===== src/rtl/adc_scan_sched.sv =====
// Conversion scheduler for the shared SPI ADC frame engine: periodic round-robin
// scan over a channel mask, one-shot requests with priority, watchdog-guarded WAIT.
module adc_scan_sched #(
   parameter int NUM_CH      = 7,
   parameter int CH_W        = 3,
   parameter int DATA_W      = 12,
   parameter int SCAN_PERIOD = 256,
   parameter int TIMEOUT_CYC = 64
) (
   input  logic              c1m,
   input  logic              rst_n,
   input  logic              scan_en,
   input  logic [NUM_CH-1:0] ch_mask,
   input  logic              req_valid,
   input  logic [CH_W-1:0]   req_ch,
   output logic              req_ready,
   output logic              conv_start,
   output logic [CH_W-1:0]   conv_ch,
   input  logic              conv_busy,
   input  logic              conv_done,
   input  logic [DATA_W-1:0] conv_data,
   output logic              res_valid,
   output logic [CH_W-1:0]   res_ch,
   output logic [DATA_W-1:0] res_data,
   output logic              res_oneshot,
   output logic              scan_overrun,
   output logic              timeout_err,
   input  logic              err_clr,
   output logic [1:0]        dbg_state
);

   localparam int CNT_W = (SCAN_PERIOD > 1) ? $clog2(SCAN_PERIOD) : 1;
   localparam int WD_W  = (TIMEOUT_CYC > 1) ? $clog2(TIMEOUT_CYC) : 1;
   localparam logic [CNT_W-1:0] CNT_LAST = CNT_W'(SCAN_PERIOD - 1);
   localparam logic [WD_W-1:0]  WD_LIMIT = WD_W'(TIMEOUT_CYC - 1);
   localparam logic [CH_W:0]    NUM_CH_L = (CH_W + 1)'(NUM_CH);

   // Handshake: a one-shot is taken on any edge where req_valid && req_ready;
   // req_ready is simply "holding register empty", independent of req_valid.
   typedef enum logic [1:0] {
      IDLE  = 2'd0,
      ISSUE = 2'd1,
      WAIT  = 2'd2
   } state_t;

   state_t            state;
   logic [CNT_W-1:0]  period_cnt;
   logic              scan_en_d;
   logic [NUM_CH-1:0] pending;
   logic [NUM_CH-1:0] pending_left;
   logic [NUM_CH-1:0] clr_mask;
   logic [CH_W-1:0]   hold;
   logic              hold_valid;
   logic              oneshot_f;
   logic [WD_W-1:0]   watchdog;
   logic [CH_W-1:0]   low_ch;
   logic              period_wrap;
   logic              reload;
   logic              wait_end;

   assign req_ready   = !hold_valid;
   assign dbg_state   = state;
   assign period_wrap = (period_cnt == CNT_LAST);
   assign reload      = period_wrap || !scan_en_d;
   assign wait_end    = (state == WAIT) && (conv_done || (watchdog == WD_LIMIT));

   // Lowest set bit wins, so scan walks the mask upward from channel 0.
   always_comb begin
      low_ch = '0;
      for (int i = NUM_CH - 1; i >= 0; i--) begin
         if (pending[i]) low_ch = CH_W'(i);
      end
   end

   always_comb begin
      clr_mask = '0;
      if (wait_end && !oneshot_f) clr_mask = NUM_CH'(1) << conv_ch;
   end

   assign pending_left = pending & ~clr_mask;

   // Round timer and pending set; completion clears land before any reload.
   always_ff @(posedge c1m or negedge rst_n) begin
      if (!rst_n) begin
         period_cnt   <= '0;
         scan_en_d    <= 1'b0;
         pending      <= '0;
         scan_overrun <= 1'b0;
      end else begin
         scan_en_d <= scan_en;
         if (err_clr) scan_overrun <= 1'b0;
         if (!scan_en) begin
            period_cnt <= '0;
            pending    <= '0;
         end else begin
            period_cnt <= period_wrap ? '0 : period_cnt + CNT_W'(1);
            if (reload && (pending_left == '0)) begin
               pending <= ch_mask;
            end else begin
               pending <= pending_left;
               if (reload) scan_overrun <= 1'b1;
            end
         end
      end
   end

   always_ff @(posedge c1m or negedge rst_n) begin
      if (!rst_n) begin
         state       <= IDLE;
         conv_start  <= 1'b0;
         conv_ch     <= '0;
         oneshot_f   <= 1'b0;
         watchdog    <= '0;
         res_valid   <= 1'b0;
         res_ch      <= '0;
         res_data    <= '0;
         res_oneshot <= 1'b0;
         timeout_err <= 1'b0;
         hold        <= '0;
         hold_valid  <= 1'b0;
      end else begin
         conv_start <= 1'b0;
         res_valid  <= 1'b0;
         if (err_clr) timeout_err <= 1'b0;
         // Out-of-range channels are swallowed: accepted but never held.
         if (req_valid && req_ready && ({1'b0, req_ch} < NUM_CH_L)) begin
            hold       <= req_ch;
            hold_valid <= 1'b1;
         end
         case (state)
            IDLE: begin
               if (!conv_busy) begin
                  if (hold_valid) begin
                     conv_ch    <= hold;
                     oneshot_f  <= 1'b1;
                     hold_valid <= 1'b0;
                     conv_start <= 1'b1;
                     state      <= ISSUE;
                  end else if (pending != '0) begin
                     conv_ch    <= low_ch;
                     oneshot_f  <= 1'b0;
                     conv_start <= 1'b1;
                     state      <= ISSUE;
                  end
               end
            end
            ISSUE: begin
               watchdog <= '0;
               state    <= WAIT;
            end
            WAIT: begin
               if (conv_done) begin
                  res_valid   <= 1'b1;
                  res_ch      <= conv_ch;
                  res_data    <= conv_data;
                  res_oneshot <= oneshot_f;
                  state       <= IDLE;
               end else if (watchdog == WD_LIMIT) begin
                  timeout_err <= 1'b1;
                  state       <= IDLE;
               end else begin
                  watchdog <= watchdog + WD_W'(1);
               end
            end
            default: state <= IDLE;
         endcase
      end
   end

endmodule


===== config.mk =====
export PLATFORM = sky130hd
export DESIGN_NAME = adc_scan_sched
export DESIGN_NICKNAME = d
export VERILOG_FILES = /design/src/rtl/adc_scan_sched.sv
export SDC_FILE = /design/constraint.sdc
export NUM_CORES = 1
export LEC_CHECK = 0
export CAP_MARGIN = 25
export CELL_PAD_IN_SITES_DETAIL_PLACEMENT = 1
export CELL_PAD_IN_SITES_GLOBAL_PLACEMENT = 1
export CORE_MARGIN = 1.5
export CORE_UTILIZATION = 38
export CTS_CLUSTER_SIZE = 20
export DETAILED_ROUTE_END_ITERATION = 7
export PLACE_DENSITY_LB_ADDON = 0.1
export SKIP_CTS_REPAIR_TIMING = 1
export SLEW_MARGIN = 25
export SYNTH_ARGS = -nofsm -noshare
export SYNTH_HDL_FRONTEND = slang
export SYNTH_SLANG_ARGS = --single-unit

===== constraint.sdc =====
create_clock -name c1m -period 2.4 [get_ports c1m]
set_input_delay 0.72 -clock c1m [delete_from_list [all_inputs] [get_ports c1m]]
set_output_delay 0.72 -clock c1m [all_outputs]
set_load 0.005 [all_outputs]

==> reports/qor_table.md, run 1 <==
| Quantity | Reported |
|:---|:---|
| Die outline height | 83.8 um |
| Peak supply drop | 0.000463 V |
| Final setup fails | 0 |
| Worst endpoint data arrival time | 1.46 ns |
| Initial standard-cell utilization of the core | 0.391 |
| Buffer cell driving the clock tree root | sky130_fd_sc_hd__clkbuf_8 |
| Maximum number of pins on one net before global-route repair | 53 |
| Top-level port count | 55 |
| Run status | completed |
| CTS tree | yes |
| Count of cell instances traversed by the critical path | 1 |
| Area used by multi-input combinational logic | 1090 um^2 |
| Final global-route overflow total | 0 |
| Summed negative setup slack over all endpoints | 0 ns |
| Reg area | 1300 um^2 |
| Final WS setup | 0.224 ns |
| Overall routing resource usage | 0.180 |
| Placeable Area | 6350 um^2 |
| Required arrival time at the worst endpoint | 1.68 ns |
| Proportion of synthesized flip-flops having asynchronous set or reset | 1.00 |
| Final Util | 0.514 |
| Hpwl dp | 4310 um |
| Unique cell type count in the Yosys netlist | 51 |
| Fillcell total | 741 |
| Gpl congestion | 0.841 |
| Endpoint of the most critical register-to-register path | watchdog[5]$_DFFE_PN0P_ |
| Minimum period implied by the final worst setup slack | 2.18 ns |
| CP top delay family | flip-flops |
| Count of yosys warnings during synthesis | 0 |
| Post-synthesis to final-layout area growth | 31.3% |
| Buffers plus inverters on the worst setup path | 1 |
| Max Cap Viol | 0 |
| Standard-cell rows | 29 |
| Worst setup path class | reg2out |
| Length in cells of the worst reg-to-reg path | 6 |
| Ordered cell list for the critical path | clkdlybuf4s50_1 |
| Number of antenna violations at the first check in global routing | 0 |
| Die area | 7030 um^2 |
| Fraction of layout cells with a size suffix above 1 | 0.106 |
| Pre-CTS WS | 0.00672 ns |
| Finished Cell Area | 3260 um^2 |
| Number of optimization iterations in the first detailed-route pass | 4 |
| Post-detailed-route count of antenna-violating nets | 0 |
| Diode insertion count for antenna repair | 0 |
| Sinks on Clock Net | 52 |
| Netlist Area Pre-Place | 2480 um^2 |
| CTS Buffer Depth | 2 |
| Leakage power total | 0.00148 uW |
| WL/cell | 14.7 um |
| Routed Wire Length | 5830 um |
| Transition time at the pin with the least slew margin | 0.537 ns |
| Number of global-route vias before repair | 2139 |
| Register-to-register setup slack | 0.37 ns |
| Dominant synthesized flop cell | sky130_fd_sc_hd__dfrtp_1 |
| Number of design rule violations left after detail routing | 0 |
| Pwr Density | 1120 nW/um^2 |
| Synthesized Nets | 288 |
| Placed Instance Area | 3170 um^2 |
| Number of flip-flops and latches in the synthesized netlist | 52 |
| Number of buffers added by the clock tree synthesis step | 5 |
| Number of enable flip-flop cells after synthesis | 0 |
| Achievable frequency | 460 MHz |
| Startpoint type of the worst setup path | flip-flop |
| Kind of path behind the tightest hold check | in2async |
| Average vias per placed instance | 5.13 |
| Count of input and output buffers | 54 |
| Number of nets in the final layout | 350 |
| Number of vias in the routed layout | 2036 |
| Worst r2r src | watchdog[0]$_DFFE_PN0P_ |
| Global-route wire length before repair | 10200 um |
| Max transition margin | 0.639 |
| Setup Skew | 0.00386 ns |
| Final hold violation count | 0 |
| Average size of a mapped cell | 9.66 um^2 |
| Overall die width | 83.8 um |
| Kind of end point of the critical path | output pin |
| Starting DRT DRC Count | 41 |
| Maximum fanout along the worst path | 10 |
| Max Transition Viols Final | 0 |
| Slowest cell delay on critical path | 0.58 ns |
| Share of the yosys chip area belonging to registers | 0.524 |
| H-tree depth | 2 |
| Insertion delay to the later sink of the worst-skew pair | 0.30 ns |
| Clock transition time at the flip-flop clock pins of the worst setup and hold paths | 0.09 ns |
| Unrepaired setup endpoints after global routing | no |
| Instance count of the mapped netlist | 257 |
| Cell type of the slowest stage on the worst timing path | sky130_fd_sc_hd__dfrtp_1 |
| Tcrit/Tclk final | 0.907 |
-- how the worst max path moves through the flow --
stage / startpoint / end
final: conv_ch[1]$_DFFE_PN0P_ / conv_ch[1]
after global routing: conv_ch[1]$_DFFE_PN0P_ / conv_ch[1]
after CTS: conv_ch[1]$_DFFE_PN0P_ / conv_ch[1]
after detailed placement: scan_en / pending[6]$_DFF_PN0_
after global placement: scan_en / pending[1]$_DFF_PN0_
after floorplan: watchdog[0]$_DFFE_PN0P_ / watchdog[5]$_DFFE_PN0P_
-- metrics by stage --
step                std cells  total power (uW)  hold slack, ns
global route              397              3960           0.425
global placement          389              3130           0.457
CTS                       397              3710           0.408
detailed placement        389              3170           0.461
finish                    397              3660           0.396
floorplan                 257              2410           0.424
-- Yosys cell counts (3+ instances only) --
| cell | n | share of area |
|---|---|---|
| sky130_fd_sc_hd__nand3_1 | 6 | 0.012 |
| sky130_fd_sc_hd__o21ai_0 | 3 | 0.0060 |
| sky130_fd_sc_hd__a21oi_1 | 12 | 0.024 |
| sky130_fd_sc_hd__clkbuf_1 | 5 | 0.0076 |
| sky130_fd_sc_hd__nor3_1 | 3 | 0.0060 |
| sky130_fd_sc_hd__buf_2 | 4 | 0.0081 |
| sky130_fd_sc_hd__o211ai_1 | 3 | 0.0091 |
| sky130_fd_sc_hd__nor2_1 | 20 | 0.030 |
| sky130_fd_sc_hd__xor2_1 | 7 | 0.025 |
| sky130_fd_sc_hd__o21ai_1 | 11 | 0.022 |
| sky130_fd_sc_hd__or3_1 | 3 | 0.0076 |
| sky130_fd_sc_hd__o22a_1 | 3 | 0.011 |
| sky130_fd_sc_hd__dfrtp_1 | 52 | 0.52 |
| sky130_fd_sc_hd__inv_1 | 10 | 0.015 |
| sky130_fd_sc_hd__inv_2 | 4 | 0.0060 |
| sky130_fd_sc_hd__a31oi_1 | 3 | 0.0076 |
| sky130_fd_sc_hd__nand2_1 | 63 | 0.095 |
-- report_power, final --
part           internal [uW]  switching (uW)  total [uW]
clock network            235             290         525
registers               1180             344        1530
logic                    851             751        1600
total                   2270            1390        3660
-- registers in the layout (all words and copies together) (netlist names), 2 cells and up --
name	count
period_cnt	8
dbg_state	2
conv_ch	3
hold	3
res_ch	3
watchdog	6
res_data	12
pending	7
-- final cells by class --
| class | count | area share |
|---|---|---|
| multi-input cells | 181 | 0.333 |
| clock buffers | 7 | 0.0265 |
| flip-flops and latches | 52 | 0.399 |
| inverters | 14 | 0.0161 |
| well taps | 77 | 0.0295 |
| clock inverters | 1 | 0.00230 |
| repair buffers | 65 | 0.193 |
-- logic make-up after synthesis --
| family | Yosys count | synth area share |
|---|---|---|
| AOI/OAI and AO/OA | 57 | 0.183 |
| xor gates and xnor gates | 8 | 0.0282 |
| muxes | 3 | 0.0146 |
| buffers and inverters | 24 | 0.0383 |
| DFF | 52 | 0.524 |
| adders and majority gates | 2 | 0.0101 |
| and+or+nand+nor | 111 | 0.202 |
-- metal layers --
metal | up-vias | share of wire | GRT usage
li1 | 1004 | - | -
met1 | 990 | 0.47 | 0.238
met2 | 35 | 0.49 | 0.306
met3 | 7 | 0.027 | 0.0237
met4 | 0 | 0.013 | 0.0581
met5 | - | 0 | 0
-- layout by cell type, fill, tap and decap left out, types with 2 or more instances in the layout --
master | Yosys | layout
sky130_fd_sc_hd__o21ai_1 | 11 | 11
sky130_fd_sc_hd__or2_1 | 2 | 2
sky130_fd_sc_hd__nand3_1 | 6 | 6
sky130_fd_sc_hd__o21ai_0 | 3 | 3
sky130_fd_sc_hd__a2111oi_4 | 2 | 2
sky130_fd_sc_hd__o211ai_1 | 3 | 3
sky130_fd_sc_hd__a21oi_1 | 12 | 12
sky130_fd_sc_hd__dfrtp_1 | 52 | 52
sky130_fd_sc_hd__nand4_1 | 2 | 2
sky130_fd_sc_hd__and3_1 | 2 | 2
sky130_fd_sc_hd__nor3_1 | 3 | 3
sky130_fd_sc_hd__clkbuf_8 | 0 | 6
sky130_fd_sc_hd__nor2b_1 | 2 | 2
sky130_fd_sc_hd__o21ai_2 | 2 | 2
sky130_fd_sc_hd__o311ai_1 | 2 | 2
sky130_fd_sc_hd__o22a_1 | 3 | 3
sky130_fd_sc_hd__inv_1 | 10 | 10
sky130_fd_sc_hd__inv_2 | 4 | 4
sky130_fd_sc_hd__clkdlybuf4s50_1 | 0 | 53
sky130_fd_sc_hd__o41a_1 | 2 | 2
sky130_fd_sc_hd__nand2_1 | 63 | 63
sky130_fd_sc_hd__and2_1 | 2 | 2
sky130_fd_sc_hd__a31oi_1 | 3 | 3
sky130_fd_sc_hd__or3_1 | 3 | 3
sky130_fd_sc_hd__ha_1 | 2 | 2
sky130_fd_sc_hd__nor2_1 | 20 | 20
sky130_fd_sc_hd__xor2_1 | 7 | 7
sky130_fd_sc_hd__a21o_1 | 2 | 2
sky130_fd_sc_hd__buf_4 | 0 | 10
Power figures use the tool's default switching activity.
==> inputs of run 2 (changes only) <==
Settings changed: SKIP_CTS_REPAIR_TIMING 1 to default.
==> results of run 2 <==
No change in the layout: final DEF, timing and power equal those of run 1.
==> inputs of run 3 (changes only) <==
Settings changed: CTS_CLUSTER_DIAMETER from default to 30.
==> results of run 3 <==
No change in the layout: final DEF, timing and power equal those of run 1.
